<file path="src/rtl/iir_pkg.sv">
// Shared definitions for the biquad cascade: sequencer states and coefficient tap order.
package iir_pkg;
   localparam int B0   = 0;
   localparam int B1   = 1;
   localparam int B2   = 2;
   localparam int A1   = 3;
   localparam int A2   = 4;
   localparam int TAPS = 5;

   typedef enum logic [1:0] {
      IDLE,
      MAC,
      OUT
   } state_e;
endpackage

</file>
<file path="src/rtl/iir_mac.sv">
// Shared multiply-accumulate: one signed product per cycle into a guard-bit accumulator,
// with the round-half-up / saturate view of the running sum available combinationally.
module iir_mac
   import iir_pkg::*;
#(
   parameter int WIDTH = 16,
   parameter int FRAC  = 14
) (
   input  logic                    clk,
   input  logic                    rst_n,
   input  logic                    en_i,
   input  logic                    first_i,
   input  logic                    sub_i,
   input  logic signed [WIDTH-1:0] coef_i,
   input  logic signed [WIDTH-1:0] data_i,
   output logic signed [WIDTH-1:0] res_o
);
   localparam int ACC_W = 2*WIDTH + 3;
   localparam logic signed [ACC_W-1:0] RND  = ACC_W'(1) << (FRAC-1);
   localparam logic signed [ACC_W-1:0] MAXV = {{(ACC_W-WIDTH+1){1'b0}}, {(WIDTH-1){1'b1}}};
   localparam logic signed [ACC_W-1:0] MINV = {{(ACC_W-WIDTH+1){1'b1}}, {(WIDTH-1){1'b0}}};

   function automatic logic signed [WIDTH-1:0] round_sat(input logic signed [ACC_W-1:0] v);
      logic signed [ACC_W-1:0] r;
      r = (v + RND) >>> FRAC;
      if (r > MAXV)      round_sat = MAXV[WIDTH-1:0];
      else if (r < MINV) round_sat = MINV[WIDTH-1:0];
      else               round_sat = r[WIDTH-1:0];
   endfunction

   logic signed [2*WIDTH-1:0] prod;
   logic signed [ACC_W-1:0]   prod_ext;
   logic signed [ACC_W-1:0]   acc_d;
   logic signed [ACC_W-1:0]   acc_q;

   // The first tap of a section restarts the sum instead of adding to the previous one.
   always_comb begin
      prod     = (2*WIDTH)'(coef_i) * (2*WIDTH)'(data_i);
      prod_ext = ACC_W'(prod);
      acc_d    = (first_i ? {ACC_W{1'b0}} : acc_q) + (sub_i ? -prod_ext : prod_ext);
      res_o    = round_sat(acc_d);
   end

   always_ff @(posedge clk or negedge rst_n) begin
      if (!rst_n)    acc_q <= '0;
      else if (en_i) acc_q <= acc_d;
   end
endmodule

</file>
<file path="src/rtl/iir_biquad_cascade.sv">
// Cascade of direct-form-I biquads time-multiplexed onto one MAC, five taps per section.
module iir_biquad_cascade
   import iir_pkg::*;
#(
   parameter int WIDTH    = 16,
   parameter int FRAC     = 14,
   parameter int N_STAGES = 3
) (
   input  logic                                  CLK,
   input  logic                                  rst_n,
   input  logic                                  clear,
   input  logic                                  bypass,
   input  logic                                  coeff_wr,
   input  logic [$clog2(TAPS*N_STAGES)-1:0]      coeff_addr,
   input  logic signed [WIDTH-1:0]               coeff_data,
   output logic                                  coeff_err,
   input  logic                                  in_valid,
   output logic                                  in_ready,
   input  logic signed [WIDTH-1:0]               x_in,
   output logic                                  out_valid,
   output logic signed [WIDTH-1:0]               y_out
);
   localparam int NCOEF = TAPS * N_STAGES;
   localparam int AW    = $clog2(NCOEF);
   localparam int SW    = (N_STAGES > 1) ? $clog2(N_STAGES) : 1;
   localparam logic signed [WIDTH-1:0] UNITY = WIDTH'(1) << FRAC;

   state_e            state_q, state_d;
   logic [2:0]        tap_q, tap_d;
   logic [SW-1:0]     stg_q, stg_d;

   logic signed [WIDTH-1:0] coef_q [NCOEF];
   logic signed [WIDTH-1:0] x1_q [N_STAGES];
   logic signed [WIDTH-1:0] x2_q [N_STAGES];
   logic signed [WIDTH-1:0] y1_q [N_STAGES];
   logic signed [WIDTH-1:0] y2_q [N_STAGES];
   logic signed [WIDTH-1:0] sec_q;
   logic signed [WIDTH-1:0] y_q;
   logic                    err_q;

   logic                    accept, wr_ok, sec_done, last_stg, mac_en;
   logic [AW-1:0]           cidx;
   logic signed [WIDTH-1:0] operand, mac_res;

   assign in_ready  = rst_n && (state_q == IDLE) && !clear;
   assign accept    = in_valid && in_ready;
   assign last_stg  = (stg_q == SW'(N_STAGES-1));
   assign mac_en    = (state_q == MAC) && !clear;
   assign sec_done  = mac_en && (tap_q == 3'(A2));
   assign wr_ok     = coeff_wr && (state_q == IDLE) && !accept && (int'(coeff_addr) < NCOEF);
   assign cidx      = AW'(int'(stg_q) * TAPS + int'(tap_q));
   assign out_valid = (state_q == OUT) && !clear;
   assign y_out     = y_q;
   assign coeff_err = err_q;

   always_comb begin
      operand = sec_q;
      case (tap_q)
         3'(B1):  operand = x1_q[stg_q];
         3'(B2):  operand = x2_q[stg_q];
         3'(A1):  operand = y1_q[stg_q];
         3'(A2):  operand = y2_q[stg_q];
         default: operand = sec_q;
      endcase
   end

   iir_mac #(.WIDTH(WIDTH), .FRAC(FRAC)) u_mac (
      .clk     (CLK),
      .rst_n   (rst_n),
      .en_i    (mac_en),
      .first_i (tap_q == 3'(B0)),
      .sub_i   (tap_q >= 3'(A1)),
      .coef_i  (coef_q[cidx]),
      .data_i  (operand),
      .res_o   (mac_res)
   );

   always_comb begin
      state_d = state_q;
      tap_d   = tap_q;
      stg_d   = stg_q;
      case (state_q)
         IDLE: if (accept) begin
            state_d = bypass ? OUT : MAC;
            tap_d   = '0;
            stg_d   = '0;
         end
         MAC: if (tap_q == 3'(A2)) begin
            tap_d = '0;
            if (last_stg) state_d = OUT;
            else          stg_d   = stg_q + 1'b1;
         end else begin
            tap_d = tap_q + 3'd1;
         end
         OUT:     state_d = IDLE;
         default: state_d = IDLE;
      endcase
      // Flush wins over everything, abandoning any sample in flight.
      if (clear) begin
         state_d = IDLE;
         tap_d   = '0;
         stg_d   = '0;
      end
   end

   always_ff @(posedge CLK or negedge rst_n) begin
      if (!rst_n) begin
         state_q <= IDLE;
         tap_q   <= '0;
         stg_q   <= '0;
      end else begin
         state_q <= state_d;
         tap_q   <= tap_d;
         stg_q   <= stg_d;
      end
   end

   always_ff @(posedge CLK or negedge rst_n) begin
      if (!rst_n) begin
         for (int i = 0; i < NCOEF; i++) coef_q[i] <= (i % TAPS == B0) ? UNITY : '0;
         for (int s = 0; s < N_STAGES; s++) begin
            x1_q[s] <= '0;
            x2_q[s] <= '0;
            y1_q[s] <= '0;
            y2_q[s] <= '0;
         end
         sec_q <= '0;
         y_q   <= '0;
         err_q <= 1'b0;
      end else begin
         err_q <= coeff_wr && !wr_ok;
         if (wr_ok) coef_q[coeff_addr] <= coeff_data;
         if (accept) begin
            sec_q <= x_in;
            if (bypass) y_q <= x_in;
         end
         if (clear) begin
            for (int s = 0; s < N_STAGES; s++) begin
               x1_q[s] <= '0;
               x2_q[s] <= '0;
               y1_q[s] <= '0;
               y2_q[s] <= '0;
            end
         end else if (sec_done) begin
            // Section result doubles as the next section's input.
            x2_q[stg_q] <= x1_q[stg_q];
            x1_q[stg_q] <= sec_q;
            y2_q[stg_q] <= y1_q[stg_q];
            y1_q[stg_q] <= mac_res;
            sec_q       <= mac_res;
            if (last_stg) y_q <= mac_res;
         end
      end
   end
endmodule

</file>
<file path="config.mk">
export PLATFORM = sky130hd
export DESIGN_NAME = iir_biquad_cascade
export DESIGN_NICKNAME = d
export VERILOG_FILES = /design/src/rtl/iir_pkg.sv /design/src/rtl/iir_mac.sv /design/src/rtl/iir_biquad_cascade.sv
export SDC_FILE = /design/constraint.sdc
export NUM_CORES = 2
export LEC_CHECK = 0
export BUFFER_PORTS_ARGS = -buffer_cell sky130_fd_sc_hd__buf_2
export CAP_MARGIN = 40
export CORE_MARGIN = 1
export CORE_UTILIZATION = 60
export CTS_BUF_LIST = sky130_fd_sc_hd__clkbuf_16
export DETAILED_ROUTE_END_ITERATION = 10
export GPL_TIMING_DRIVEN = 0
export PLACE_DENSITY = 0.83
export SKIP_CTS_REPAIR_TIMING = 1
export SKIP_LAST_GASP = 1
export SYNTH_ARGS = -nofsm -noshare
export SYNTH_HDL_FRONTEND = slang
export SYNTH_HIERARCHICAL = 1
export SYNTH_SLANG_ARGS = --single-unit
</file>
<file path="constraint.sdc">
create_clock -name CLK -period 13.4 [get_ports CLK]
set_input_delay 4.02 -clock CLK [delete_from_list [all_inputs] [get_ports CLK]]
set_output_delay 4.02 -clock CLK [all_outputs]
set_load 0.01 [all_outputs]
</file>
# --- Yosys cells after proc, flatten, opt, wreduce, memory -nomap -nowiden ---
# Index checks and enable logic that the tools add are counted.
totals:
  regBits: 507
  inputBits: 42
  out_inout_bits: 19
op_classes:
  addsub: 6
  mul: 2
  order_cmp: 9
  eq_ne: 11
  n_mux: 60
  n_bitwise: 3
  n_reduce_logical: 22
ops:
  columns: ["operator", "n"]
  rows:
  - ["$mux 48", 8]
  - ["$mux 16", 22]
  - ["$bwmux 240", 1]
  - ["$bwmux 48", 4]
  - ["$bmux 16 s2", 4]
  - ["$mux 35", 2]
  - ["$bmux 16 s4", 1]
  - ["$demux 16 s4", 1]
  - ["$pmux 16 s4", 1]
  - ["$add 35x15->35 const B", 1]
  - ["$add 35x35->35", 1]
  - ["$neg 35->35", 1]
  - ["$demux 16 s2", 1]
  - ["$mul 16x16->32", 1]
  - ["$gt 21x16->1 const B", 1]
  - ["$lt 21x16->1 const B", 1]
  - ["$mux 2", 9]
  - ["$logic_and 1x1->1", 12]
  - ["$ge 5x5->1 const B", 2]
  - ["$not 4->5", 2]
  - ["$mux 3", 3]
  - ["$ne 3x3->1 const B", 3]
  - ["$pmux 2 s2", 2]
  - ["$eq 3x2->1 const B", 2]
  - ["other kinds (24)", 27]

# --- Longest topological paths before layout ---
logic_depth:
  ltp_word: 17
  ltp_mapped: 52
  ltp_nobuf: 48

# --- By module ---
# The synthesis kept the hierarchy.
by_module_without_submodules:
  columns: ["mod", "n_inst", "cells_each", "area_each_um2"]
  rows:
  - ["iir_biquad_cascade", 1, 1995, 23593.9]
  - ["iir_mac", 1, 1798, 15592.5]

# --- Least setup slack after synthesis ---
# OpenSTA, ideal clock, no wires.
synth_timing:
  kind: "register to register"
  startpoint: "reg tap_q[1]"
  endpoint: "reg y_q[0], in the netlist y_out[0]"
  setup_ns: 0.133
  arrival_time_ns: 11.901
  path_slack_ns: 1.366
  stages_incl_launch_ff: 53
  path_buffers: 6
  period_less_slack_ns: 12.034
  path_cell_list: "dfrtp_1 -> ha_1 -> ha_1 -> inv_1 -> fa_1 -> clkbuf_1 -> clkbuf_1 -> mux4_2 -> mux2i_1 -> o21ai_0 -> clkbuf_1 -> nand2_1 -> fa_1 -> inv_1 -> fa_1 -> inv_1 -> fa_1 -> inv_1 -> (+17 left out) -> xnor2_1 -> ha_1 -> clkbuf_1 -> a21oi_1 -> o21ai_0 -> a21oi_1 -> o211ai_2 -> a221oi_4 -> nor3_2 -> a311oi_4 -> or3b_2 -> mux2i_1 -> a21oi_1 -> o21ai_4 -> buf_8 -> nand2_1 -> nand2_1 -> o21ai_0"
synth_via:
  elab_chain_cells: 16
  word_cells_on_any_way: 26
synth_lines:
  columns: ["element", "line_no", "source"]
  rows:
  - ["start: declaration", "iir_biquad_cascade.sv:29", "logic [2:0] tap_q, tap_d;"]
  - ["start signal: assignment", "iir_biquad_cascade.sv:113", "tap_q <= tap_d;"]
  - ["$add 4x3->4", "iir_biquad_cascade.sv:51", "assign cidx = AW'(int'(stg_q) * TAPS + int'(tap_q));"]
  - ["$not 4->5 (implied by the code)", "iir_biquad_cascade.sv:73", ".coef_i (coef_q[cidx]),"]
  - ["$bmux 16 s4", "iir_biquad_cascade.sv:73", null]
  - ["$mux 16 (implied by the code) (2 in a row)", "iir_biquad_cascade.sv:73", null]
  - ["$mul 16x16->32", "iir_mac.sv:38", "prod = (2*WIDTH)'(coef_i) * (2*WIDTH)'(data_i);"]
  - ["$neg 35->35", "iir_mac.sv:40", "acc_d = (first_i ? {ACC_W{1'b0}} : acc_q) + (sub_i ? -prod_ext : prod_ext);"]
  - ["$mux 35", "iir_mac.sv:40", null]
  - ["$add 35x35->35 (*)", "iir_mac.sv:40", null]
  - ["$add 35x15->35 (*)", "iir_mac.sv:25", "r = (v + RND) >>> FRAC;"]
  - ["$lt 21x16->1", "iir_mac.sv:27", "else if (r < MINV) round_sat = MINV[WIDTH-1:0];"]
  - ["$mux 16", "iir_mac.sv:27", null]
  - ["$mux 16 (*)", "iir_mac.sv:26", "if (r > MAXV) round_sat = MAXV[WIDTH-1:0];"]
  - ["via mac_res[0]", "iir_biquad_cascade.sv:43", "logic signed [WIDTH-1:0] operand, mac_res;"]
  - ["$mux 16 (*)", "iir_biquad_cascade.sv:151", "if (last_stg) y_q <= mac_res;"]
  - ["$mux 16 (*)", "iir_biquad_cascade.sv:144", "end else if (sec_done) begin"]
  - ["$mux 16 (*)", "iir_biquad_cascade.sv:137", "if (clear) begin"]
  - ["end signal: assignment", "iir_biquad_cascade.sv:135", "if (bypass) y_q <= x_in;"]
  - ["end signal: assignment", "iir_biquad_cascade.sv:151", null]
  - ["end: declaration", "iir_biquad_cascade.sv:38", "logic signed [WIDTH-1:0] y_q;"]
# Mark *: on every way through the listed nets, which the timed path passes. The rest lies on a longest branch. The select of a mux whose other input is x is not followed.
# A chain may end at the register's enable or synchronous reset.

# --- Worst setup path after layout ---
layout_timing:
  startpoint: "reg stg_q[0]"
  endpoint: "reg y1_q[11] in the netlist's numbering"
layout_via:
  word_cells_on_any_way: 37
layout_rtl:
  columns: ["element", "line_no", "source"]
  rows:
  - ["start: declaration", "iir_biquad_cascade.sv:30", "logic [SW-1:0] stg_q, stg_d;"]
  - ["start signal: assignment", "iir_biquad_cascade.sv:114", "stg_q <= stg_d;"]
  - ["$not 2->3 (implied by the code) (*)", null, null]
  - ["$bmux 16 s2, on equally long branches", null, null]
  - ["$mux 16, on equally long branches (2 in a row)", null, null]
  - ["$pmux 16 s4 (*)", "iir_biquad_cascade.sv:58", "case (tap_q)"]
  - ["via operand[14]", "iir_biquad_cascade.sv:43", null]
  - ["$mul 16x16->32 (*)", "iir_mac.sv:38", null]
  - ["$neg 35->35", "iir_mac.sv:40", null]
  - ["$mux 35 (*)", "iir_mac.sv:40", null]
  - ["$add 35x35->35 (*)", "iir_mac.sv:40", null]
  - ["$add 35x15->35 (*)", "iir_mac.sv:25", null]
  - ["$lt 21x16->1", "iir_mac.sv:27", null]
  - ["$mux 16", "iir_mac.sv:27", null]
  - ["$mux 16 (*)", "iir_mac.sv:26", null]
  - ["via mac_res[11]", "iir_biquad_cascade.sv:43", null]
  - ["$bwmux 48 (*)", "iir_biquad_cascade.sv:149", "y1_q[stg_q] <= mac_res;"]
  - ["$mux 48 (*)", "iir_biquad_cascade.sv:144", null]
  - ["$mux 48 (*)", "iir_biquad_cascade.sv:137", null]
  - ["end signal: indexed assignment", "iir_biquad_cascade.sv:149", null]
  - ["end: declaration", "iir_biquad_cascade.sv:35", "logic signed [WIDTH-1:0] y1_q [N_STAGES];"]
# Marked as above.

==> results.sh <==
export IMPL_report_final_hold_viol_count=0
export IMPL_crit_top_cell="fa_1"
export IMPL_floorplan_initialDensity=0.608
export IMPL_diodes=0
export IMPL_number_of_instances_in_the_synthesized_netlist=3793
export IMPL_crit_arrival_ns=13.68
export IMPL_worst_setup_slack_final_ns=0.246
export IMPL_regToRegSetupSlack_ns=0.25
export IMPL_yosysWarnings=6
export IMPL_initial_antenna_violation_count=0
export IMPL_cts_tree="yes"
export IMPL_start_kind="flop"
export IMPL_num_rows=93
export IMPL_grt_ovfl_total=0
export IMPL_place_worst_setup_slack_ns=-1.55
export IMPL_top_cells_by_instance_count_after_synthesis="dfrtp_1, nand2_1, inv_1"
export IMPL_synth_cell_type_count=118
export IMPL_cts_sinks=507
export IMPL_synth_async_sr_flop_share=1.00
export IMPL_crit_slowest_cell="o2bb2ai_1"
export IMPL_endpoint_kind="flop"
export IMPL_worstPathMaxFanout=10
export IMPL_min_delay_path_depth=1
export IMPL_chipWidth_um=258
export IMPL_die_area_um2=66300
export IMPL_num_io_pins=61
export IMPL_die_height_um=258
export IMPL_drtIter0Drc=3826
export IMPL_synth_area_leaders="dfrtp_1, fa_1, mux2_2, ha_1, nand2_1"
export IMPL_hold_path_class="flop to flop"
export IMPL_worst_clock_skew_ns=0.0384
export IMPL_critical_path_top_delay_family="adder cells"
export IMPL_syn_nets=4230
export IMPL_netlist_area_um2=39200
export IMPL_timing_worst_setup_path_type="flop to flop"
export IMPL_yosys_reg_bits=507
export IMPL_slowest_delay_ns=0.59
export IMPL_number_of_enable_type_register_cells_in_the_synthesized_netlist=0
export IMPL_final_layout_size_suffix_gt1_frac=0.199
export IMPL_hold_end="u_mac/acc_q[19]"
export IMPL_vias_per_cell=6.26
export IMPL_yosys_area_top_type_share=0.322
export IMPL_crit_required_ns=13.93
export IMPL_cts_root_buf="clkbuf_16"
export IMPL_maximum_number_of_pins_on_one_net_before_global_route_repair=120
export IMPL_synth_main_ff_cell="dfrtp_1"
export IMPL_worst_r2r_cell_count=46
export IMPL_relSlewSlack=0.344
export IMPL_wire_length_of_the_first_global_routing_pass_um=173000
export IMPL_clock_latency_ns=0.62
export IMPL_run_status="complete, no violations"
export IMPL_worst_hold_launch="u_mac/acc_q[19]"
export IMPL_via_count_of_the_first_global_routing_pass=30500
export IMPL_slew_worst_pin_ns=0.979
export IMPL_drc_errors=0
export IMPL_htreeDepth=2
export IMPL_cap_violations=0
export IMPL_final_worst_path_cycle_share=0.982
export IMPL_final_nets=4395
export IMPL_totalWireLength_um=110000
export IMPL_post_synth_top_count_cell="dfrtp_1"
export IMPL_wire_per_inst_um=22.8
export IMPL_number_of_failing_setup_endpoints_in_the_final_timing_report=0
export IMPL_synthToLayoutAreaGrowth_pct=10.4
export IMPL_core_region_area_um2=64500
export IMPL_timing_final_max_slew_violations=0
export IMPL_groute_usage_overall=0.332
export IMPL_synth_top_cell_by_area="dfrtp_1"
export IMPL_route_antenna_remaining_nets=0
export IMPL_buffer_ports_inserted=55
export IMPL_dpl_hpwl_um=82600
export IMPL_clock_path_buffers=3
export IMPL_place_gp_congestion=0.985
export IMPL_drt_pass1_iterations=6
export IMPL_path_clk_slew_ns=0.06
export IMPL_crit_reg2reg_launch="stg_q[0]"
export IMPL_worst_r2r_endpoint="y1_q[11]"
export IMPL_synthesis_area_per_instance_um2=10.3
export IMPL_synth_sequential_area_ratio=0.324
export IMPL_num_vias=30400
export IMPL_numCtsBuffers=52
export IMPL_cp_buffers_inverters=9
export IMPL_period_minus_slack_ns=13.15
export IMPL_timing_fmax_ghz=0.0760
[logic make-up after synthesis]
family | Yosys count | synth area share
AOI/OAI and AO/OA | 694 | 0.116
xor gates and xnor gates | 107 | 0.0260
adders and majority gates | 395 | 0.177
buffers and inverters | 563 | 0.0623
DFF | 507 | 0.324
muxes | 449 | 0.147
and+or+nand+nor | 1078 | 0.148
[how the worst max path moves through the flow]
stage	from	depth (start not counted)	to	slack, ns
floorplan	tap_q[1]	52	y_out[0]	1.37
global placement	rst_n	3	in_ready	-3.70
detailed placement	tap_q[1]	50	y1_q[4]	-1.55
CTS	tap_q[1]	50	y1_q[4]	-1.77
global route	tap_q[1]	50	y_out[0]	-0.11
finish	stg_q[0]	46	y1_q[11]	0.25
[worst reg2reg max path, delay by kind of cell (launching register included)]
family                     cells  cell delay (ns)
AOI/OAI and AO/OA             13             2.94
xor gates and xnor gates       2             0.55
adders and majority gates      8             3.65
buffers and inverters          9             2.02
DFF                            1             0.45
and+or+nand+nor               14             3.44
[placed cells by master, fill, tap and decap left out, types with 32 or more instances in the layout]
cell type / count
fa_1: 262
mux4_2: 49
clkbuf_1: 96
clkbuf_16: 53
ha_1: 126
nand2b_1: 224
mux2_4: 90
nor2b_1: 46
dfrtp_1: 504
a21oi_1: 69
buf_2: 117
mux2i_1: 132
o21ai_0: 278
buf_4: 73
nand2_1: 412
inv_1: 332
xnor2_1: 60
nor2_1: 97
and2_1: 131
o21ai_1: 32
o2bb2ai_1: 50
mux2_2: 175
[flip-flops by register name, indices dropped and copies added, names as in the netlist, 16 cells and up]
register	count
sec_q	16
y_out	16
y1_q	48
u_mac/acc_q	35
coef_q	240
y2_q	48
x2_q	48
x1_q	48
[cell type report]
| type | instances | area, um^2 |
|---|---|---|
| repair buffers | 116 | 816 |
| fillers | 4722 | 21200 |
| well taps | 855 | 1070 |
| plain buffers | 236 | 1320 |
| flip-flops and latches | 507 | 12700 |
| clock inverters | 42 | 387 |
| inverters | 322 | 1210 |
| clock buffers | 53 | 1330 |
| multi-input cells | 2723 | 24500 |
[layer usage]
layer | track usage | share of wire | vias to the layer above
met5 | 0 | 0 | -
met4 | 0.105 | 0.032 | 0
met3 | 0.0864 | 0.11 | 286
met2 | 0.515 | 0.46 | 1678
met1 | 0.458 | 0.40 | 15200
li1 | - | - | 13200
[metrics by stage]
stage	cells	utilization	cell area (um^2)	setup TNS, ns	hold slack [ns]
finish	4854	0.671	43300	0	0.498
global route	4854	0.671	43300	-1.49	0.504
CTS	4830	0.660	42600	-129.15	0.498
detailed placement	4735	0.634	40800	-110.78	0.481
global placement	4703	0.629	40500	-1289.42	0.469
floorplan	3793	-	39200	0	0.459
Power is not shown: default switching activity piles up to over one toggle a cycle in this logic, so the estimate is an artifact.
